[src/rtl/fetch_unit.sv]
// fetch_unit: drives the PC register, issues in-order imem fetches and pairs
// each returned instruction with its PC in a small ring buffer feeding decode.
module fetch_unit #(
  parameter int XLEN  = 32,
  parameter int ILEN  = 32,
  parameter int DEPTH = 2
) (
  input  logic            clock,
  input  logic            reset,
  input  logic [XLEN-1:0] pc_q,
  output logic [XLEN-1:0] pc_next,
  output logic            pc_enable,
  input  logic            redirect,
  input  logic [XLEN-1:0] redirect_pc,
  output logic            imem_req_valid,
  input  logic            imem_req_ready,
  output logic [XLEN-1:0] imem_addr,
  input  logic            imem_rsp_valid,
  input  logic [ILEN-1:0] imem_rsp_data,
  output logic            if_valid,
  input  logic            if_ready,
  output logic [XLEN-1:0] if_pc,
  output logic [ILEN-1:0] if_instr
);

  localparam int AW = $clog2(DEPTH);
  localparam int PW = AW + 1;
  localparam int DW = 8;

  // Ring pointers carry one wrap bit so full and empty are distinct.
  // head: oldest slot, fill: oldest pending slot, tail: next free slot.
  logic [PW-1:0]   head_q, head_d;
  logic [PW-1:0]   fill_q, fill_d;
  logic [PW-1:0]   tail_q, tail_d;
  logic [PW-1:0]   used;
  logic [PW-1:0]   outst;
  logic [DW-1:0]   drop_q, drop_d;
  logic            go_q;
  logic [XLEN-1:0] pcb_q [DEPTH];
  logic [ILEN-1:0] ins_q [DEPTH];

  logic redir;
  logic accept;
  logic rsp_in;
  logic rsp_drop;
  logic rsp_fill;
  logic pop;

  assign used  = tail_q - head_q;
  assign outst = tail_q - fill_q;

  // go_q holds off requests for the first cycle after reset release.
  assign redir  = redirect & go_q;
  assign accept = imem_req_valid & imem_req_ready;

  assign imem_req_valid = go_q & ~redirect & (used < PW'(DEPTH));
  assign imem_addr      = pc_q;

  assign pc_enable = redir | accept;
  assign pc_next   = !go_q ? '0
                   : redir ? redirect_pc
                   : pc_q + XLEN'(4);

  // Stale responses (from before a redirect) are consumed first.
  assign rsp_in   = imem_rsp_valid & go_q;
  assign rsp_drop = rsp_in & (drop_q != '0);
  assign rsp_fill = rsp_in & (drop_q == '0) & (outst != '0);

  assign if_valid = (fill_q != head_q);
  assign pop      = if_valid & if_ready & ~redir;

  assign if_pc    = if_valid ? pcb_q[head_q[AW-1:0]] : '0;
  assign if_instr = if_valid ? ins_q[head_q[AW-1:0]] : '0;

  // Drop count: on redirect every fetch still in flight becomes stale.
  always_comb begin
    drop_d = drop_q;
    if (redir) begin
      drop_d = drop_q + DW'(outst) - DW'(rsp_drop | rsp_fill);
    end else if (rsp_drop) begin
      drop_d = drop_q - DW'(1);
    end
  end

  // Pointer advance; redirect empties the ring.
  always_comb begin
    head_d = head_q;
    fill_d = fill_q;
    tail_d = tail_q;
    if (redir) begin
      head_d = '0;
      fill_d = '0;
      tail_d = '0;
    end else begin
      if (accept)   tail_d = tail_q + PW'(1);
      if (rsp_fill) fill_d = fill_q + PW'(1);
      if (pop)      head_d = head_q + PW'(1);
    end
  end

  // Control state registers.
  always_ff @(posedge clock or negedge reset) begin
    if (!reset) begin
      head_q <= '0;
      fill_q <= '0;
      tail_q <= '0;
      drop_q <= '0;
      go_q   <= 1'b0;
    end else begin
      head_q <= head_d;
      fill_q <= fill_d;
      tail_q <= tail_d;
      drop_q <= drop_d;
      go_q   <= 1'b1;
    end
  end

  // Slot payload: PC captured on accept, instruction on response.
  always_ff @(posedge clock or negedge reset) begin
    if (!reset) begin
      for (int i = 0; i < DEPTH; i++) begin
        pcb_q[i] <= '0;
        ins_q[i] <= '0;
      end
    end else begin
      if (accept) pcb_q[tail_q[AW-1:0]] <= pc_q;
      if (rsp_fill) ins_q[fill_q[AW-1:0]] <= imem_rsp_data;
    end
  end

endmodule

[config.mk]
export PLATFORM = sky130hd
export DESIGN_NAME = fetch_unit
export DESIGN_NICKNAME = d
export VERILOG_FILES = /design/src/rtl/fetch_unit.sv
export SDC_FILE = /design/constraint.sdc
export NUM_CORES = 1
export LEC_CHECK = 0
export ABC_AREA = 0
export BUFFER_PORTS_ARGS = -buffer_cell sky130_fd_sc_hd__buf_2
export CORE_MARGIN = 1
export CORE_UTILIZATION = 30
export CTS_CLUSTER_SIZE = 28
export DETAILED_ROUTE_END_ITERATION = 10
export PLACE_DENSITY = 0.51
export SYNTH_ARGS = -nofsm -noshare
export SYNTH_HDL_FRONTEND = slang
export SYNTH_SLANG_ARGS = --single-unit
[constraint.sdc]
create_clock -name clock -period 3.45 [get_ports clock]
set_input_delay 0.1725 -clock clock [delete_from_list [all_inputs] [get_ports clock]]
set_output_delay 0.1725 -clock clock [all_outputs]
set_load 0.05 [all_outputs]
# Word level (Yosys, flattened, before mapping)
# Cells that the tools add are included.
# W data, S select, Z words.
# classes
addsub	9
n_lt_le_gt_ge	6
n_eq_ne	1
n_mux	24
bitwise	17
reduce_logical	9
# op_table
op	count
$mux W32	12
$bwmux W64	2
$demux W32 S1	2
$add A32 B3 Y32 const B	1
$mux W8	2
$mux W2	6
$and A1 B1 Y1	10
$reduce_bool A2 Y1	5
$add A8 B2 Y8	1
$logic_not A8 Y1	1
$reduce_bool A8 Y1	1
$sub A8 B1 Y8	1
$sub A8 B1 Y8 const B	1
$add A2 B1 Y2 const B	3
$ge A2 B2 Y1 const B	3
$not A1 Y2	3
$lt A2 B1 Y1 const B	2
$sub A2 B2 Y2	2
$logic_and A1 B1 Y1	2
$lt A2 B2 Y1 const B	1
$ne A2 B2 Y1	1
$not A1 Y1	2
$or A1 B1 Y1	2
# totals
reg_bits	143
inputBits	102
out_inout_bits	131
wordCells	75

# Depth between registers and ports, before layout
# Gate-level depths: netlist of run 1.
# logic_depth
ltp_word	6
depth_mapped	16
ltp_nobuf	16

# Least setup slack after synthesis of run 1
# Ideal clock, no wire load.
# synth_path
path_type	register to register
start	register fill_q[0]
end	register drop_q[6]
setup_ps	128
t_arrival_ps	2687
required_ps	3322
slack_ps	635
stages_incl_launch_ff	16
path_buffers	0
period_less_slack_ps	2815
cell_sequence	dfrtp_1 ha_1 xnor3_1 nand2_1 nand3_1 nand2_1 ha_1 inv_1 ha_1 inv_1 fa_1 nand2b_1 a221o_1 mux2i_1 a31oi_1 a21oi_1
# synth_between
elab_chain_cells	6
elab_cells_between_ends	7
classes_between	add/sub: 3; mux: 1; bitwise: 2; reduce/logical: 1
# synth_lines
element	line	rtl
from (decl)	33	logic [PW-1:0] fill_q, fill_d;
from (signal assigned)	111	fill_q <= fill_d;
$sub A2 B2 Y2 (*)	50	assign outst = tail_q - fill_q;
parallel branches: the longest is 3 deep, another holds $add A8 B2 Y8	--	
$sub A8 B1 Y8 (*)	79	drop_d = drop_q + DW'(outst) - DW'(rsp_drop | rsp_fill);
$mux W8 (*)	78	if (redir) begin
to (signal assigned)	113	drop_q <= drop_d;
to (decl)	37	logic [DW-1:0] drop_q, drop_d;
# Every way passes the cells marked *.
# A chain may end at the register's enable or synchronous reset.

# Worst setup path after layout of run 1
# layout_path
start	register drop_q[5]
end	register drop_q[6]
# layout_between
elab_chain_cells	6
elab_cells_between_ends	12
classes_between	add/sub: 3; mux: 2; bitwise: 4; reduce/logical: 3
# layout_lines
element
parallel branches: the longest is 6 deep, another holds $add A8 B2 Y8
# Several ways; the timed one is not identified. The select of a mux whose other input is x is not followed.

==> summary.txt, run 1 <==
Status
  – Outcome: finished, final reports clean

Setup path
  – Highest net fanout along the worst path: 5
  – Worst reg-to-reg path cell count: 15
  – Endpoint kind of the worst setup timing path: register
  – Worst Setup Path Type: register to register
  – Count of buffering cells on the critical path with inverters included: 3
  – Capturing point of the worst reg2reg path: drop_q[6]$_DFFE_PN0P_
  – Cell-by-cell trace of the critical path: inv_1 -> ha_1 -> nand4_1 -> nand3_1 -> nand2_1 -> ha_1 -> inv_1 -> ha_1 -> inv_1 -> fa_1 -> nand2b_1 -> a221o_1 -> mux2i_1 -> a31oi_1 -> a21oi_1
  – Register-to-Register Setup Slack: about 340 ps
  – Reg-to-reg startpoint: drop_q[5]$_DFFE_PN0P_
  – Biggest cell delay along the critical path: 380 ps
  – Delay-heaviest family, CP: adder cells
  – Master of the slowest instance on the critical path: dfrtp_1
  – CP arrival: 3410 ps
  – Data required time at the worst endpoint: 3750 ps
  – Worst Setup Start Kind: register

Power and ir drop
  – Fraction of power consumed by the clock network: 0.243
  – Pwr dens: 734.3 nW/um2
  – Proportion of power drawn by combinational gates: 0.451
  – Highest ir drop seen on vdd: 0.3228 mV
  – Int Power: 4.562 mW
  – Net switching power figure: ~3.2 mW
  – Post-route total power: 7.802 mW
  – Fraction of power spent switching nets: 0.4154
  – Reported leakage power: 5.305 nW
  – Sequential share of power: 0.307

Synthesis
  – Primary flip-flop cell chosen by synthesis mapping: dfrtp_1
  – Yosys top cell area share: 0.4284
  – Number of synthesized register bits: about 140
  – Nets in the synthesized netlist: approximately 890
  – Number of synthesized flops with an enable pin: 0
  – Mapped Area: about 8400 um2
  – Largest area contributor in the synthesized netlist: dfrtp_1
  – Share of synthesized area occupied by flip-flops and latches: 0.4284
  – Count leader, synth: dfrtp_1
  – Cell types with the largest area share after synthesis: dfrtp_1 (43%), mux2_1 (13%), mux2i_1 (8.4%)
  – Syn Area/Cell: 10.88 um2
  – Synthesized netlist cell count: 768
  – Cell types with the highest counts after synthesis: dfrtp_1 (143), mux2_1 (99), nor2_1 (80)
  – Async set or reset register ratio after synthesis: 1.000
  – Count of cell types in the netlist: 50
  – Yosys warnings: 0

Global route
  – Antenna violations before repair: 2
  – Congestion Overflow GR: 0
  – Maximum number of pins on one net before global-route repair: between 80 and 90
  – Global-route wire length before repair: 35,960 um
  – Global Route Usage Sum: 0.1657
  – Via count of the first global-routing pass: 6,342

Flow run
  – Max-cap check violation count: 0

Clocking
  – Root Driver: clkbuf_16
  – Setup repair bufs after CTS: 0
  – Resized Gates After CTS: 0
  – Hold Buf Count CTS: 33
  – Total clock buffers created by CTS: 17
  – Clock transition at path regs: 70 ps
  – Latest clock arrival within the worst-skew pair: 420 ps
  – Number of clock sinks seen by CTS: roughly 140
  – Level count of the clock H-tree: 4
  – TritonCTS clock tree: built
  – CTS Buffer Depth: 2

Timing
  – Max-slew headroom: 0.4590
  – Shortest period the worst path allows: 3109 ps
  – Final-report max-slew violation count: 0
  – Post-route clock period utilization: 0.9012
  – Final hold viol count: 0
  – Measured slew at the worst slew-check pin: 811.5 ps
  – RSZ-0062 raised after global routing: no
  – Worst hold slack across all endpoints: roughly 17 ps
  – Number of endpoints failing setup at the final stage: 0
  – Max Fclk: 0.3216 GHz
  – Final setup slack of the worst path: 340.7 ps
  – Worst Skew: between 10 and 15 ps
  – Setup TNS after final layout: 0 ps

Min path
  – Cell depth of the worst hold path: 2
  – Endpoint of the worst hold-timing path: pcb_q[28]$_DFFE_PN0P_
  – Min-delay src: pc_q[28]
  – Worst hold-check path type: primary input to register

Floorplanning
  – Standard cell core area: around 27,000 um2
  – Site Rows: 60
  – Area enclosed by the die boundary: ~29,000 um2
  – Effective utilization at floorplan: 0.3082
  – Chip height: 168.9 um
  – # IOs: approximately 230
  – Die outline width: 168.9 um

Place
  – Pre-CTS setup slack: about 420 ps
  – Detailed placement HPWL: 16,250 um
  – Routability congestion estimate from global placement: 0.8180
  – IO Port Bufs: 232

Routing
  – Via count of the routed design: 6,421
  – Final wirelength: 22,940 um
  – Per-cell via count in the routed design: 4.660
  – Router iterations before antenna repair: 4
  – First-iteration detailed-routing DRC count: 322
  – Number of design rule violations left after detail routing: 0
  – Number of nets still failing antenna checks after routing: 0
  – Detailed-route wire length per cell: 16.65 um

Final layout
  – Area grow syn2layout: 27.22%
  – Fraction of final layout cells with drive strength greater than 1: 0.3164
  – Core utilization of the finished layout: 0.3921
  – Net count of the finished layout: ~1,100
[stage by stage]
stage	instance area, um2	cells
floorplan	8353	768
detailed placement	9686	1312
CTS	10620	1377
global placement	9686	1312
finish	10630	1378
global route	10620	1377
[flip-flops by register name (all words and copies together) (netlist names)]
register and cells:
ins_q 64, pcb_q 64, drop_q 8, fill_q 2, head_q 2, tail_q 2
go_q 1
[layout make-up]
type	instances	area, um2
clock inverters	13	155.1
multi-input cells	522	4228
inverters	28	105.1
diodes	1	2.502
flip-flops and latches	143	3582
fillers	2718	16470
well taps	372	465.4
clock buffers	19	452.9
repair buffers	280	1635
[how the worst max path moves through the flow]
stage	start	to	slack, ps	cells after the start
floorplan	fill_q[0]$_DFFE_PN0P_	drop_q[6]$_DFFE_PN0P_	630	15
global placement	fill_q[0]$_DFFE_PN0P_	drop_q[6]$_DFFE_PN0P_	400	15
detailed placement	fill_q[0]$_DFFE_PN0P_	drop_q[6]$_DFFE_PN0P_	420	15
CTS	drop_q[5]$_DFFE_PN0P_	drop_q[6]$_DFFE_PN0P_	380	15
global route	drop_q[5]$_DFFE_PN0P_	drop_q[6]$_DFFE_PN0P_	100	15
finish	drop_q[5]$_DFFE_PN0P_	drop_q[6]$_DFFE_PN0P_	340	15
[placed cells by master (no fill, tap or decap), drive strengths merged, types with 4 or more instances in the layout]
cell / instances
or3: 5
nand4: 10
nor3: 9
clkinv: 5
buf: 247
dfrtp: 143
ha: 20
nand2: 29
mux2: 124
xor2: 17
a21oi: 21
nand3: 21
xnor2: 25
nor2b: 5
a211oi: 4
and2: 7
o211a: 5
o21ai: 39
dlygate4sd3: 33
clkbuf: 19
inv: 32
nor2: 81
mux2i: 70
and3: 6
[logic make-up after synthesis]
family / synth area share
multiplexers: 0.2605
AND/OR/NAND/NOR: 0.1073
flip-flops: 0.4284
buffers and inverters: 0.06741
AO/OA/AOI/OAI: 0.05602
XOR/XNOR: 0.04763
adder cells (fa/ha/maj): 0.03235
other: 0.0004489
[metal layers]
layer,track usage,vias to the layer above,routed length [um]
li1,-,3085,-
met1,0.2320,3113,11120
met2,0.2562,209,10240
met3,0.04045,14,1324
met4,0.03913,0,249
met5,0,-,0
[power groups by stage]
| stage | sequential [mW] | combinational, mW | clock (mW) |
|---|---|---|---|
| floorplan | 2.34 | 2.71 | 0 |
| global placement | 2.40 | 3.51 | 0 |
| detailed placement | 2.42 | 3.52 | 0 |
| CTS | 2.39 | 3.57 | 1.95 |
| global route | 2.45 | 3.83 | 2.02 |
| finish | 2.39 | 3.52 | 1.89 |
Note: power is estimated with default switching activity, not from simulation.
==> inputs of run 2 (changes only) <==
--- a/config.mk
+++ b/config.mk
@@ -9,6 +9,7 @@
 export BUFFER_PORTS_ARGS = -buffer_cell sky130_fd_sc_hd__buf_2
 export CORE_MARGIN = 1
 export CORE_UTILIZATION = 30
+export CTS_BUF_LIST = sky130_fd_sc_hd__clkbuf_4 sky130_fd_sc_hd__clkbuf_8
 export CTS_CLUSTER_SIZE = 28
 export DETAILED_ROUTE_END_ITERATION = 10
 export PLACE_DENSITY = 0.51
==> run 2 against run 1 <==
Against the previous run:
- power is 6.3% lower
- clock skew increased by 1.5 ps
- via count increased by 0.17%
- critical endpoint unchanged
==> summary.txt, run 2 (same netlist as run 1, synthesis figures left out) <==
Final layout
  – Largest registers in the final layout: ins_q (64), pcb_q (64), drop_q (8)
  – Number of fill cells: 2,731 (+0.48%)
  – Most frequent standard cell in the layout excluding fill and tap cells: buf_2
  – Area grow syn2layout: 25.64%
  – Net count of the finished layout: 1,121 (+0.54%)
  – Fraction of final layout cells with drive strength greater than 1: 0.3145 (-0.001878)
  – Top library cells by usage in the layout, fill and taps aside: buf_2 (231), dfrtp_1 (142), mux2_1 (99)

Floorplanning
  – Site Rows: 60 (unchanged)
  – Standard cell core area: 27,100 um2 (unchanged)
  – Chip height: 168.9 um (unchanged)
  – # IOs: 233 (unchanged)
  – Die outline width: 168.9 um (unchanged)
  – Area enclosed by the die boundary: 28,520 um2 (unchanged)
  – Effective utilization at floorplan: 0.3082 (unchanged)

Setup path
  – Delay-heaviest family, CP: adder cells
  – Worst Setup Start Kind: register
  – Data required time at the worst endpoint: 3780 ps (+30 ps)
  – CP arrival: 3420 ps (about the same)
  – Cell-by-cell trace of the critical path: inv_1 -> ha_1 -> nand4_1 -> nand3_1 -> nand2_1 -> ha_1 -> inv_1 -> ha_1 -> inv_1 -> fa_1 -> nand2b_1 -> a221o_1 -> mux2i_1 -> a31oi_1 -> a21oi_1
  – Biggest cell delay along the critical path: 390 ps (about the same)
  – Endpoint kind of the worst setup timing path: register
  – Master of the slowest instance on the critical path: dfrtp_1
  – Count of buffering cells on the critical path with inverters included: 3 (unchanged)
  – Worst Setup Path Type: register to register
  – Highest net fanout along the worst path: 5 (unchanged)

Timing
  – Number of endpoints failing setup at the final stage: 0 (unchanged)
  – Post-route clock period utilization: 0.8959 (-0.005363)
  – Setup TNS after final layout: 0 ps (unchanged)
  – Max-slew headroom: 0.4696 (+0.01057)
  – Shortest period the worst path allows: 3091 ps (-18.50 ps)
  – Final-report max-slew violation count: 0 (unchanged)
  – Max Fclk: 0.3235 GHz (+0.60%)
  – RSZ-0062 raised after global routing: no
  – Final hold viol count: 0 (unchanged)
  – Measured slew at the worst slew-check pin: 795.6 ps (-15.86 ps)
  – Worst Skew: 15.24 ps (+1.483 ps)

Min path
  – Worst hold-check path type: primary input to register

Power and ir drop
  – Reported leakage power: 5.243 nW (-1.2%)
  – Post-route total power: 7.314 mW (-6.3%)
  – Sequential share of power: 0.326 (+0.019)
  – Highest ir drop seen on vdd: 0.3012 mV (-6.7%)
  – Int Power: 4.138 mW (-9.3%)
  – Pwr dens: 696.9 nW/um2 (-5.1%)
  – Fraction of power spent switching nets: 0.4342 (+0.01882)
  – Fraction of power consumed by the clock network: 0.193 (-0.050)
  – Net switching power figure: 3.176 mW (-2.0%)
  – Proportion of power drawn by combinational gates: 0.481 (+0.030)

Routing
  – Number of nets still failing antenna checks after routing: 0 (unchanged)
  – Detailed-route wire length per cell: 16.60 um (-0.25%)
  – Final wirelength: 22,980 um (+0.19%)
  – First-iteration detailed-routing DRC count: 381 (+18%)
  – Via count of the routed design: 6,432 (+0.17%)
  – Per-cell via count in the routed design: 4.647 (-0.26%)
  – Router iterations before antenna repair: 4 (unchanged)
  – Number of design rule violations left after detail routing: 0 (unchanged)

Clocking
  – Clock transition at path regs: 90 ps (+20 ps)
  – Number of clock sinks seen by CTS: 143 (unchanged)
  – Resized Gates After CTS: 0 (unchanged)
  – CTS Buffer Depth: 2 (unchanged)
  – Root Driver: clkbuf_8
  – Latest clock arrival within the worst-skew pair: 450 ps (+30 ps)
  – Total clock buffers created by CTS: 17 (unchanged)
  – Level count of the clock H-tree: 4 (unchanged)
  – TritonCTS clock tree: built

Status
  – Outcome: finished, final reports clean

Place
  – Detailed placement HPWL: 16,250 um (unchanged)
  – IO Port Bufs: 232 (unchanged)
  – Routability congestion estimate from global placement: 0.8180 (unchanged)

Global route
  – Global-route wire length before repair: 35,930 um (about the same)
  – Via count of the first global-routing pass: 6,364 (+0.35%)
  – Maximum number of pins on one net before global-route repair: 84 (unchanged)
  – Global Route Usage Sum: 0.1652 (-0.0005076)
  – Congestion Overflow GR: 0 (unchanged)
  – Antenna violations before repair: 2 (unchanged)

Flow run
  – Max-cap check violation count: 0 (unchanged)
## run 2: cell type report
type	instances	area, um2	share of cell area
timing repair buffer	286	1695	0.1615
tap	372	465.4	0.04435
inverter	28	105.1	0.01001
antenna	1	2.502	0.0002384
sequential	143	3582	0.3413
multi-input combinational	522	4228	0.4028
clock buffer	19	261.5	0.02492
clock inverter	13	155.1	0.01478
## run 2: worst paths after layout
| kind | from | to | slack, ps | depth (start not counted) |
|---|---|---|---|---|
| worst min register to register | ins_q[18]$_DFFE_PN0P_ | ins_q[18]$_DFFE_PN0P_ | 490 | 1 |
| max in group asynchronous | reset | ins_q[59]$_DFFE_PN0P_ | 2250 | 3 |
| min in group asynchronous | reset | ins_q[7]$_DFFE_PN0P_ | 350 | 2 |
| worst min-delay path | pc_q[3] | pcb_q[35]$_DFFE_PN0P_ | 40 | 2 |
| worst max-delay path | drop_q[5]$_DFFE_PN0P_ | drop_q[6]$_DFFE_PN0P_ | 360 | 15 |
| worst max register to register | drop_q[5]$_DFFE_PN0P_ | drop_q[6]$_DFFE_PN0P_ | 360 | 15 |
## run 2: repair_timing
item,CTS,global route
hold buffers,37,2
endpoints found under the hold margin,148,3
setup buffers,0,0
setup endpoints to repair,0,0
## run 2: worst register-to-register path, stage by stage, from the launching register on
cell      delay, ps
dfrtp_1         390
inv_1           170
ha_1            210
nand4_1         140
nand3_1         210
nand2_1         100
ha_1            270
inv_1            60
ha_1            180
inv_1            60
fa_1            370
nand2b_1        190
a221o_1         330
mux2i_1         130
a31oi_1         130
a21oi_1          50
## run 2: metal layers
| layer | GRT usage | routed length, um | up-vias |
|---|---|---|---|
| met5 | 0 | 0 | - |
| met1 | 0.2294 | 10940 | 3103 |
| met4 | 0.03874 | 295 | 0 |
| met2 | 0.2571 | 10230 | 220 |
| li1 | - | - | 3093 |
| met3 | 0.04138 | 1517 | 16 |
## run 2: stage by stage
step                hold slack, ps  cells    util  setup slack [ps]  cell area, um2
floorplan                   -123.1    768       -             634.6            8353
global placement             292.4   1312  0.3574             402.7            9686
detailed placement           294.8   1312  0.3574             422.6            9686
CTS                         0.4711   1381  0.3864             381.4           10470
global route                 1.064   1383  0.3872             100.9           10490
finish                       37.92   1384  0.3873             359.2           10500
## run 2: power groups by stage
stage,registers (mW),logic [mW],clock network [mW]
2_1_floorplan,2.34,2.71,0
3_3_place_gp,2.40,3.51,0
3_5_place_dp,2.42,3.52,0
4_1_cts,2.39,3.57,1.47
5_1_grt,2.44,3.83,1.54
6_report,2.39,3.52,1.41
==> inputs of run 3 (changes only) <==
==> constraint.sdc (replaced) <==
create_clock -name clock -period 3.06 [get_ports clock]
set_input_delay 0.153 -clock clock [delete_from_list [all_inputs] [get_ports clock]]
set_output_delay 0.153 -clock clock [all_outputs]
set_load 0.05 [all_outputs]
==> run 3 against run 2 <==
Against the previous run:
- sequential power is 13% higher
- largest power group unchanged
- hold slack about the same
- combinational power is 14% higher
- sequential share of layout area is 0.35 points lower
- die area is the same
- global-route usage increased by 0.075 points
- final cell count is 0.87% higher
- critical path depth is 1 higher
- first-iteration DRC count is 10% lower
- worst setup slack worse by 170 ps
- clock-buffer cell count grew 2
- clock power up 12%
==> summary.txt, run 3 (same netlist as run 1, synthesis figures left out) <==
Timing
  – Final hold viol count: 0 (unchanged)
  – Measured slew at the worst slew-check pin: 813.1 ps (+17.48 ps)
  – Max-slew headroom: 0.4579 (-0.01165)
  – Post-route clock period utilization: 0.9380 (+0.04215)
  – Shortest period the worst path allows: 2870 ps (-220.4 ps)
  – Max Fclk: 0.3484 GHz (+7.7%)
  – Setup TNS after final layout: 0 ps (unchanged)
  – Worst hold slack across all endpoints: 37.77 ps (-0.1436 ps)
  – Final-report max-slew violation count: 0 (unchanged)
  – RSZ-0062 raised after global routing: no
  – Number of endpoints failing setup at the final stage: 0 (unchanged)
  – Worst Skew: 11.59 ps (-3.654 ps)

Global route
  – Most used routing layer in global routing: met2
  – Congestion Overflow GR: 0 (unchanged)
  – Global Route Usage Sum: 0.1660 (+0.0007532)
  – Global Route met3 Usage: 0.03531 (-0.006079)
  – Met1 Use GR: 0.2278 (-0.001569)
  – Via count of the first global-routing pass: 6,553 (+3.0%)
  – Maximum number of pins on one net before global-route repair: 87 (+3.6%)
  – Routing usage on met2: 0.2646 (+0.007546)
  – Antenna violations before repair: 0 (-2)
  – Global-route wire length before repair: 36,570 um (+1.8%)

Final layout
  – Largest registers in the final layout: ins_q (64), pcb_q (64), drop_q (8)
  – Area grow syn2layout: 26.95%
  – Antenna diode count: 0 (-1)
  – Core utilization of the finished layout: 0.3913 (+0.004016)
  – Net count of the finished layout: 1,134 (+1.2%)
  – Fraction of final layout cells with drive strength greater than 1: 0.3252 (+0.01066)
  – Fin cells: 1,396 (+0.87%)
  – Most frequent standard cell in the layout excluding fill and tap cells: buf_2
  – Top library cells by usage in the layout, fill and taps aside: buf_2 (231), dfrtp_1 (142), mux2_1 (99)

Setup path
  – Data required time at the worst endpoint: 3380 ps (-400 ps)
  – Delay-heaviest family, CP: adder cells
  – Endpoint kind of the worst setup timing path: register
  – Highest net fanout along the worst path: 4 (-1)
  – Capturing point of the worst reg2reg path: drop_q[6]$_DFFE_PN0P_
  – Worst reg-to-reg path cell count: 16 (+1)
  – Crit path top cell by count: inv_1
  – Biggest cell delay along the critical path: 380 ps (about the same)
  – Register-to-Register Setup Slack: 190 ps (-170 ps)
  – Master of the slowest instance on the critical path: dfrtp_1
  – Cell-by-cell trace of the critical path: inv_1 -> ha_1 -> xnor3_1 -> nand2_2 -> nand3_1 -> nand2_1 -> ha_1 -> inv_1 -> ha_4 -> inv_1 -> fa_2 -> nand2b_4 -> a221o_1 -> mux2i_1 -> a31oi_1 -> a21oi_1
  – Count of buffering cells on the critical path with inverters included: 3 (unchanged)
  – Worst Setup Start Kind: register
  – Worst Setup Path Type: register to register
  – CP arrival: 3190 ps (-230 ps)
  – Reg-to-reg startpoint: tail_q[0]$_DFFE_PN0P_

Min path
  – Worst hold-check path type: primary input to register
  – Endpoint of the worst hold-timing path: pcb_q[9]$_DFFE_PN0P_
  – Cell depth of the worst hold path: 2 (unchanged)
  – Min-delay src: pc_q[9]

Clocking
  – Clock transition at path regs: 90 ps (about the same)
  – Number of clock sinks seen by CTS: 143 (unchanged)
  – Total clock buffers created by CTS: 17 (unchanged)
  – Latest clock arrival within the worst-skew pair: 440 ps (about the same)
  – Level count of the clock H-tree: 4 (unchanged)
  – CTS Buffer Depth: 2 (unchanged)
  – TritonCTS clock tree: built
  – Root Driver: clkbuf_8

Routing
  – Per-cell via count in the routed design: 4.605 (-0.91%)
  – Number of design rule violations left after detail routing: 0 (unchanged)
  – Final wirelength: 23,110 um (+0.54%)
  – First-iteration detailed-routing DRC count: 343 (-10%)
  – Number of nets still failing antenna checks after routing: 0 (unchanged)
  – Via count of the routed design: 6,429 (-0.047%)
  – Router iterations before antenna repair: 4 (unchanged)
  – Detailed-route wire length per cell: 16.55 um (-0.32%)

Power and ir drop
  – Highest ir drop seen on vdd: 0.4266 mV (+42%)
  – Net switching power figure: 3.576 mW (+13%)
  – Sequential share of power: 0.325 (about the same)
  – Fraction of power consumed by the clock network: 0.190 (-0.003)
  – Reported leakage power: 5.293 nW (+0.96%)
  – Proportion of power drawn by combinational gates: 0.485 (+0.004)
  – Int Power: 4.711 mW (+14%)
  – Pwr dens: 781.5 nW/um2 (+12%)
  – Fraction of power spent switching nets: 0.4316 (-0.002619)

Floorplanning
  – # IOs: 233 (unchanged)
  – Area enclosed by the die boundary: 28,520 um2 (unchanged)
  – Standard cell core area: 27,100 um2 (unchanged)
  – Effective utilization at floorplan: 0.3082 (unchanged)
  – Chip height: 168.9 um (unchanged)
  – Site Rows: 60 (unchanged)
  – Die outline width: 168.9 um (unchanged)

Place
  – Cell Count Post-Placement: 1,317 (+0.38%)
  – Detailed placement HPWL: 16,070 um (-1.1%)
  – IO Port Bufs: 232 (unchanged)
  – Routability congestion estimate from global placement: 0.8177 (about the same)

Status
  – Outcome: finished, final reports clean

Flow run
  – Max-cap check violation count: 0 (unchanged)
==> run 3: repair_timing <==
action | in CTS | in global routing
endpoints found under the setup margin | 0 | 6
resized for setup | 0 | 7
hold buffers | 43 | 0
setup buffers | 0 | 4
hold endpoints to repair | 165 | 0
==> run 3: cell type report <==
| cell class | count | area [um2] |
|---|---|---|
| well taps | 372 | 465.4 |
| clock inverters | 11 | 131.4 |
| repair buffers | 299 | 1790 |
| flip-flops and latches | 143 | 3582 |
| clock buffers | 21 | 276.5 |
| fillers | 2730 | 16500 |
| inverters | 28 | 105.1 |
| multi-input cells | 522 | 4253 |
==> run 3: power by group through the flow <==
stage	Clock, mW	Sequential [mW]	Combinational (mW)
after floorplan	0	2.63	3.06
after CTS	1.65	2.69	4.04
final	1.58	2.69	4.02
after detailed placement	0	2.73	3.98
after global placement	0	2.71	3.97
after global routing	1.73	2.77	4.36
==> run 3: stage by stage <==
stage	cell area (um2)	worst slack [ps]	power, mW
2_1_floorplan	8353	244.6	5.695
3_3_place_gp	9711	95.27	6.684
3_5_place_dp	9711	63.50	6.707
4_1_cts	10550	40.46	8.376
5_1_grt	10600	6.934	8.860
6_report	10600	189.6	8.287
==> run 3: per-layer routing <==
layer	part of all wire	wire (um)
met5	0	0
met4	0.0084	195
met3	0.070	1618
met2	0.46	10530
met1	0.47	10760
==> run 3: worst max path at each step <==
stage	startpoint	to	slack [ps]	cells past startpoint
after floorplan	fill_q[0]$_DFFE_PN0P_	drop_q[6]$_DFFE_PN0P_	240	15
after global placement	tail_q[0]$_DFFE_PN0P_	drop_q[6]$_DFFE_PN0P_	100	16
after detailed placement	tail_q[0]$_DFFE_PN0P_	drop_q[6]$_DFFE_PN0P_	60	16
after CTS	tail_q[0]$_DFFE_PN0P_	drop_q[6]$_DFFE_PN0P_	40	16
after global routing	tail_q[0]$_DFFE_PN0P_	drop_q[6]$_DFFE_PN0P_	7	16
final	tail_q[0]$_DFFE_PN0P_	drop_q[6]$_DFFE_PN0P_	190	16
==> run 3: worst reg2reg max path, cell delays in order (launching register included) <==
cell and delay (ps):
dfrtp_1 380, inv_1 60, ha_1 180, xnor3_1 240, nand2_2 70, nand3_1 80
nand2_1 70, ha_1 290, inv_1 90, ha_4 140, inv_1 50, fa_2 340
nand2b_4 160, a221o_1 300, mux2i_1 120, a31oi_1 140, a21oi_1 50
